===== config.mk =====
export PLATFORM = sky130hd
export DESIGN_NAME = conv_row_scheduler
export DESIGN_NICKNAME = d
export VERILOG_FILES = /design/src/rtl/conv_row_scheduler.sv
export SDC_FILE = /design/constraint.sdc
export NUM_CORES = 1
export LEC_CHECK = 0
export CORE_AREA = 10 10 418 420
export DETAILED_ROUTE_END_ITERATION = 12
export DIE_AREA = 0 0 428 430
export PLACE_DENSITY = 0.48
export SKIP_CTS_REPAIR_TIMING = 1
export SLEW_MARGIN = 10
export SYNTH_ARGS = -nofsm -noshare
export SYNTH_HDL_FRONTEND = slang
export SYNTH_SLANG_ARGS = --single-unit

===== constraint.sdc =====
create_clock -name clk -period 35.1 [get_ports clk]
set_clock_uncertainty 0.15 [all_clocks]
set_input_delay 7.02 -clock clk [delete_from_list [all_inputs] [get_ports clk]]
set_output_delay 7.02 -clock clk [all_outputs]
set_load 0.03 [all_outputs]

===== src/rtl/conv_row_scheduler.sv =====
// conv_row_scheduler: feeds a frame row by row to the 1-D conv engine and streams tagged results out.
module conv_row_scheduler #(
    parameter int NUM_ROWS = 32,
    parameter int TIMEOUT  = 100,
    parameter int N_OUT    = 30,
    parameter int RES_W    = 18
) (
    input  logic                    clk,
    input  logic                    rst,
    input  logic                    frame_start,
    input  logic                    row_valid,
    output logic                    row_ready,
    input  logic [255:0]            row_data,
    output logic                    eng_start,
    output logic [255:0]            eng_row_data,
    input  logic                    eng_done,
    input  logic signed [RES_W-1:0] eng_result [N_OUT],
    output logic                    res_valid,
    input  logic                    res_ready,
    output logic signed [RES_W-1:0] res_data,
    output logic [4:0]              res_idx,
    output logic [5:0]              res_row,
    output logic                    res_last,
    output logic                    frame_done,
    output logic                    busy,
    output logic                    timeout_err
);
    localparam int TW = $clog2(TIMEOUT + 1);

    typedef enum logic [2:0] {IDLE, ACCEPT, ISSUE, BUSY, DRAIN, FINISH, ERR} state_t;

    state_t                  state, state_nx;
    logic [TW-1:0]           tcnt;
    logic signed [RES_W-1:0] rbuf [N_OUT];
    logic                    hs, row_end, last_row, tmo;

    assign hs       = state == DRAIN && res_ready;
    assign row_end  = hs && res_idx == 5'(N_OUT - 1);
    assign last_row = res_row == 6'(NUM_ROWS - 1);
    assign tmo      = tcnt == TW'(TIMEOUT - 1);

    always_comb begin
        state_nx   = state;
        row_ready  = state == ACCEPT;
        eng_start  = state == ISSUE;
        res_valid  = state == DRAIN;
        res_data   = state == DRAIN ? rbuf[res_idx] : '0;
        res_last   = state == DRAIN && last_row && res_idx == 5'(N_OUT - 1);
        frame_done = state == FINISH;
        busy       = state != IDLE;
        case (state)
            IDLE:    state_nx = frame_start ? ACCEPT : IDLE;
            ACCEPT:  state_nx = row_valid ? ISSUE : ACCEPT;
            ISSUE:   state_nx = BUSY;
            BUSY:    state_nx = eng_done ? DRAIN : tmo ? ERR : BUSY;
            DRAIN:   state_nx = row_end ? (last_row ? FINISH : ACCEPT) : DRAIN;
            default: state_nx = IDLE;
        endcase
    end

    always_ff @(posedge clk) begin
        if (rst) begin
            state        <= IDLE;
            tcnt         <= '0;
            eng_row_data <= '0;
            res_idx      <= '0;
            res_row      <= '0;
            timeout_err  <= 1'b0;
        end else begin
            state <= state_nx;
            tcnt  <= state == BUSY ? tcnt + TW'(1) : '0;
            if (state == IDLE && frame_start) begin
                res_row     <= '0;
                timeout_err <= 1'b0;
            end
            if (state == ACCEPT && row_valid)
                eng_row_data <= row_data;
            if (state == BUSY && eng_done)
                res_idx <= '0;
            // Flag is raised on the transition into ERR so it is visible in the ERR cycle itself.
            if (state == BUSY && !eng_done && tmo)
                timeout_err <= 1'b1;
            if (hs)
                res_idx <= row_end ? 5'd0 : res_idx + 5'd1;
            if (row_end && !last_row)
                res_row <= res_row + 6'd1;
        end
    end

    // Capture buffer needs no reset: res_data is gated to zero outside DRAIN.
    always_ff @(posedge clk)
        if (state == BUSY && eng_done)
            rbuf <= eng_result;
endmodule


==> summary.md, run 1 <==
| Metric | Value |
|---|---|
| Flops & latches, synth | 818 |
| Worst-margin pin slew | 1.17 ns |
| Post-Syn Area per Cell | 13.6 µm² |
| Yosys warnings | 0 |
| CTS Buf Count | 96 |
| Tightest Hold Check Type | reg2reg |
| Vias in the first global route | 23,600 |
| Layout area overhead | 53.0% |
| Clock Path Buffers | 3 |
| Setup TNS | 0 ns |
| RSZ-0062 raised after global routing | false |
| Placed insts | roughly 5,400 |
| GP Congestion | 0.800 |
| Row count | 150 |
| Number of synthesized flops with an enable pin | 540 |
| Fin util | 0.282 |
| Number of I/O pins | 1,094 |
| Synth top area share | 0.528 |
| CTS tree | built |
| R2R depth | 6 |
| Asr flop ratio synth | 0 |
| Post-Layout Cell Count | around 5,600 |
| First DRT Iteration DRCs | roughly 1,500 |
| Distinct cells, synth | 51 |
| Layout fillers | 17,200 |
| Initial core utilization | 0.185 |
| Largest net degree at the start of global routing | 123 |
| Max IR drop VDD | between 30 and 40 µV |
| Total core area | 166,000 µm² |
| Drt total wl | between 100,000 and 150,000 µm |
| Power Density | 48.4 nW/µm² |
| H-tree Lvls | 3 |
| Most common cell after layout, fill and taps aside | clkdlybuf4s50_1 |
| Leak Pwr | 14.9 nW |
| Worst-path clk slew | 0.06 ns |
| Final period util | 0.346 |
| Post-detailed-route DRC marker count | 0 |
| Worst setup margin | 22.95 ns |
| Status | finished clean |
| CP Data Arrival Time | ~5 ns |
| Gr usage total | 0.147 |
| Max-slew violations | 0 |
| Number of port buffers | 1,093 |
| Area contributors post-synth | edfxtp_1, dfxtp_1, nand2_1, a21oi_1, mux4_2 |
| Final-stage net count | 4,137 |
| Share of cells above drive strength 1 | 0.0923 |
| DR WL/cell | 25.2 µm |
| Post-Synthesis Cells | 2,260 |
| First-pass GRT wire length | 191,000 µm |
| Die span in y | around 430 µm |
| Slew headroom | 0.221 |
| Crit start category | flop |
| Synth Flop Type | edfxtp_1 |
| Die width | 428 µm |
| Fmax | 0.0823 GHz |
| Max_cap viols | 0 |
| Final Hold Vio Count | 0 |
| DR pass1 iterations | 5 |
| Worst slack at placement | 22.59 ns |
| Largest area contributor in the netlist | edfxtp_1 |
| Most frequent cells in the layout | clkdlybuf4s50_1, edfxtp_1, nand2_1 |
| Total Power | 2.27 mW |
| Kind of critical path | reg2out |
| Mapped cell area | between 30,000 and 40,000 µm² |
| WP data required | 27.93 ns |
| Mapped Nets | 3,066 |
| Final setup fails | 0 |
| Total global routing overflow | 0 |
| Latest clock arrival within the worst-skew pair | 0.71 ns |
| ANT nets after route | 0 |
| Clk root buf | clkbuf_16 |
| Routed vias | 22,500 |
| Crit Path Max Fanout | 54 |
| R2R Setup Slk | a little under 30 ns |
| Post-DP HPWL | 110,000 µm |
| Initial antenna violation count | 49 |
| Seq/Total Area, Yosys | 0.710 |
| Post-route minimum period | 12.15 ns |
| Post-DR vias/cell | 3.99 |
| CP endpoint kind | output pin |
| Hold Path Depth | 1 |
| CTS sink cnt | around 820 |
| Die Footprint | 184,000 µm² |
## synth_stat cells (all sizes together) (2+ instances only)
| cell | number |
|---|---|
| buf | 109 |
| or2 | 4 |
| nor2b | 23 |
| xnor2 | 3 |
| edfxtp | 540 |
| inv | 7 |
| xor2 | 2 |
| a31oi | 2 |
| a21oi | 286 |
| mux2 | 72 |
| nor3 | 3 |
| and2 | 2 |
| a22oi | 73 |
| nand3 | 10 |
| mux4 | 54 |
| and3 | 2 |
| o22ai | 36 |
| o21a | 2 |
| dfxtp | 278 |
| mux2i | 55 |
| nand4b | 2 |
| nand3b | 2 |
| nor2 | 22 |
| clkbuf | 45 |
| o211ai | 18 |
| a211oi | 55 |
| ha | 4 |
| o21ai | 8 |
| nand2b | 3 |
| nand2 | 523 |
| nor3b | 2 |
| nand4 | 2 |
## routing by layer
metal | vias up | routed length [µm] | part of all wire | GRT usage
li1 | 10500 | - | - | -
met1 | 10900 | 45100 | 0.32 | 0.131
met2 | 827 | 81900 | 0.58 | 0.300
met3 | 235 | 10300 | 0.073 | 0.0529
met4 | 44 | 4060 | 0.029 | 0.0435
met5 | - | 245 | 0.0017 | 0
## per-stage QoR
step	hold slack, ns	instance area (µm²)
6_report	0.287	47000
5_1_grt	0.318	47000
4_1_cts	0.291	46900
3_5_place_dp	0.282	43800
3_3_place_gp	0.279	43800
2_1_floorplan	0.263	30700
## cell type report
class,instances,area [µm²],area share
antenna,12,30.0,0.000639
clock buffer,130,2640,0.0561
clock inverter,50,500,0.0107
inverter,7,26.3,0.000559
multi-input combinational,1281,8030,0.171
sequential,818,21800,0.464
tap,2204,2760,0.0587
timing repair buffer,1127,11200,0.238
## sequential cells by signal, indices dropped and copies added (netlist names)
| register | flops |
|---|---|
| rbuf | 540 |
| tcnt | 7 |
| res_row | 6 |
| state | 3 |
| res_idx | 5 |
| eng_row_data | 256 |
| timeout_err | 1 |
## logic make-up after synthesis
group	synth area share
xor+xnor	0.00143
compound gates	0.0934
simple gates	0.0801
buf+inv	0.0299
fa+ha+maj	0.00163
flops	0.710
mux	0.0840
## critical path, stage by stage, from the launching register on
cell,delay [ns]
dfxtp_4,0.89
buf_4,0.72
mux2_2,0.29
o22ai_1,0.08
a211oi_1,0.72
a22oi_1,0.40
a21oi_1,0.24
clkdlybuf4s50_1,0.74
## report_power, final
part | total (mW) | switching, mW | internal (mW)
Sequential | 1.06 | 0.0102 | 1.05
Clock | 0.997 | 0.423 | 0.575
Combinational | 0.218 | 0.102 | 0.116
## worst paths after layout
path / end / startpoint
worst min register to register: tcnt[0] / tcnt[0]
worst max-delay path: res_data[7] / res_idx[0]
worst max register to register: rbuf[265] / state[2]
worst min-delay path: tcnt[0] / tcnt[0]
No activity file was read; power rests on OpenSTA's default activity.
==> run 2: changes to the inputs <==
Settings changed: CORE_AREA 10 10 418 420 to 10 10 413 415, DIE_AREA 0 0 428 430 to 0 0 423 425, PLACE_DENSITY 0.48 to 0.5.
Clock period 35.1 ns to 10.6 ns, I/O delays scaled along.
==> run 2 against run 1 <==
Wire length is 2.3% higher. Sequential cell count stayed put. Power grew to 3.3 times the previous value. Cell count is 0.78% lower.
==> summary.md, run 2 (same netlist as run 1, synthesis figures left out) <==
| Metric | Value |
|---|---|
| Status | finished clean |
| CP Data Arrival Time | 4.93 ns (-0.05 ns) |
| CTS tree | built |
| Number of I/O pins | 1,094 (unchanged) |
| H-tree Lvls | 3 (unchanged) |
| Crit Path Max Fanout | 48 (-11%) |
| Placed cell areas | 43,800 µm² (about the same) |
| GP Congestion | 0.866 (+8.3%) |
| Post-detailed-route DRC marker count | 0 (unchanged) |
| Slowest-stage cell, CP | nor2b_4 |
| Max-slew violations | 0 (unchanged) |
| Cell breakdown of the critical path | nor2b_4, a22oi_1, o211ai_1, a22oi_1, a21oi_1, clkdlybuf4s50_1 |
| CTS Buf Count | 97 (+1.0%) |
| Worst-margin pin slew | 1.14 ns (-0.0291 ns) |
| Worst setup margin | 3.40 ns (-19.55 ns) |
| Die span in y | 425 µm (-1.2%) |
| RSZ-0062 raised after global routing | false |
| Final Hold Vio Count | 0 (unchanged) |
| Drt total wl | 145,000 µm (+2.3%) |
| Post-DR vias/cell | 4.05 (+1.4%) |
| Slew headroom | 0.240 (+0.0194) |
| First-pass GRT wire length | 193,000 µm (+1.2%) |
| First DRT Iteration DRCs | 1,479 (-1.0%) |
| Final setup fails | 0 (unchanged) |
| Gr usage total | 0.152 (+0.00569) |
| Number of port buffers | 1,093 (unchanged) |
| WP data required | 8.33 ns (-19.60 ns) |
| DR WL/cell | 25.9 µm (+3.1%) |
| Die Footprint | 180,000 µm² (-2.3%) |
| Biggest register | rbuf |
| Total Power | 7.58 mW (+230%) |
| Initial antenna violation count | 53 (+8.2%) |
| CP peak stage delay | 1.05 ns (+0.16 ns) |
| CTS sink cnt | 818 (unchanged) |
| Total global routing overflow | 0 (unchanged) |
| Routed vias | 22,600 (+0.60%) |
| Initial core utilization | 0.189 (+0.00485) |
| Final period util | 0.679 |
| Largest net degree at the start of global routing | 183 (+49%) |
| Biggest registers after layout | rbuf: 540 flops, eng_row_data: 256 flops, tcnt: 7 flops |
| Worst-path clk slew | 0.06 ns (about the same) |
| Max reg flops | 540 (unchanged) |
| Max IR drop VDD | 118 µV (+210%) |
| Row count | 148 (-1.3%) |
| Worst slack at placement | 3.93 ns (-18.65 ns) |
| Cell area after layout | 47,000 µm² (about the same) |
| Kind of critical path | reg2out |
| Crit start category | flop |
| Tightest Hold Check Type | reg2reg |
| Share of cells above drive strength 1 | 0.0909 (-0.00141) |
| Fin util | 0.290 (+0.00742) |
| Post-Layout Cell Count | 5,585 (-0.78%) |
| Most frequent cells in the layout | clkdlybuf4s50_1, edfxtp_1, nand2_1 |
| Max_cap viols | 0 (unchanged) |
| DR pass1 iterations | 5 (unchanged) |
| Power Density | 161 nW/µm² (+230%) |
| Placed insts | 5,396 (-0.75%) |
| Latest clock arrival within the worst-skew pair | 0.70 ns (about the same) |
| Fmax | ~0.14 GHz |
| Vias in the first global route | 23,900 (+1.1%) |
| Most common cell after layout, fill and taps aside | clkdlybuf4s50_1 |
| Die width | 423 µm (-1.2%) |
| Final-stage net count | 4,126 (-0.27%) |
| Cell mode on critical path | a22oi_1 |
| Clock Path Buffers | 3 (unchanged) |
| Post-DP HPWL | 113,000 µm (+2.5%) |
| CP endpoint kind | output pin |
| Leak Pwr | 14.9 nW (-0.15%) |
| Setup TNS | 0 ns (unchanged) |
| Post-route minimum period | between 7 and 8 ns |
| Hold_ws | 0.290 ns (+0.00285 ns) |
| Clk root buf | clkbuf_16 |
| Total core area | 162,000 µm² (-2.6%) |
| ANT nets after route | 0 (unchanged) |
| Layout area overhead | 53.0% (about the same) |
[run 2: cell types whose count changed in the layout (fill, tap and decap cells not counted), moves of 2 or more]
cell	previous run	this run
buf_12	0	6
buf_4	34	16
bufinv_16	6	8
clkinv_1	19	13
clkinv_4	1	4
diode_2	12	10
inv_16	3	1
[run 2: area by class of cell]
class,count,area [µm²]
fill,16600,115000
inverter,7,38.8
timing repair buffer,1115,11200
multi-input combinational,1281,8030
tap,2175,2720
antenna,10,25.0
clock buffer,130,2650
sequential,818,21800
clock inverter,49,528
[run 2: worst paths after layout]
check / from / slack (ns) / cells past startpoint / endpoint
setup / recovery: res_idx[1] / 3.40 / 6 / res_data[9]
hold / removal: tcnt[0] / 0.29 / 1 / tcnt[0]
setup reg to reg: res_idx[1] / 6.90 / 6 / res_idx[3]
hold reg to reg: tcnt[0] / 0.29 / 1 / tcnt[0]
[run 2: power breakdown]
group	switching (mW)	internal, mW
clock	1.39	1.96
sequential	0.0363	3.47
combinational	0.336	0.387
total	1.76	5.82
[run 2: worst max-delay path, delay by kind of cell, from the launching register on]
kind                   cells  cell delay (ns)
AO/OA/AOI/OAI              4             1.42
buffers and inverters      1             0.80
flip-flops                 1             0.92
AND/OR/NAND/NOR            1             1.05
[run 2: per-layer routing]
layer / part of all wire / GRT usage / vias up
li1: - / - / 10400
met1: 0.31 / 0.134 / 11000
met2: 0.58 / 0.313 / 846
met3: 0.073 / 0.0535 / 255
met4: 0.034 / 0.0508 / 44
met5: 0.0018 / 0 / -
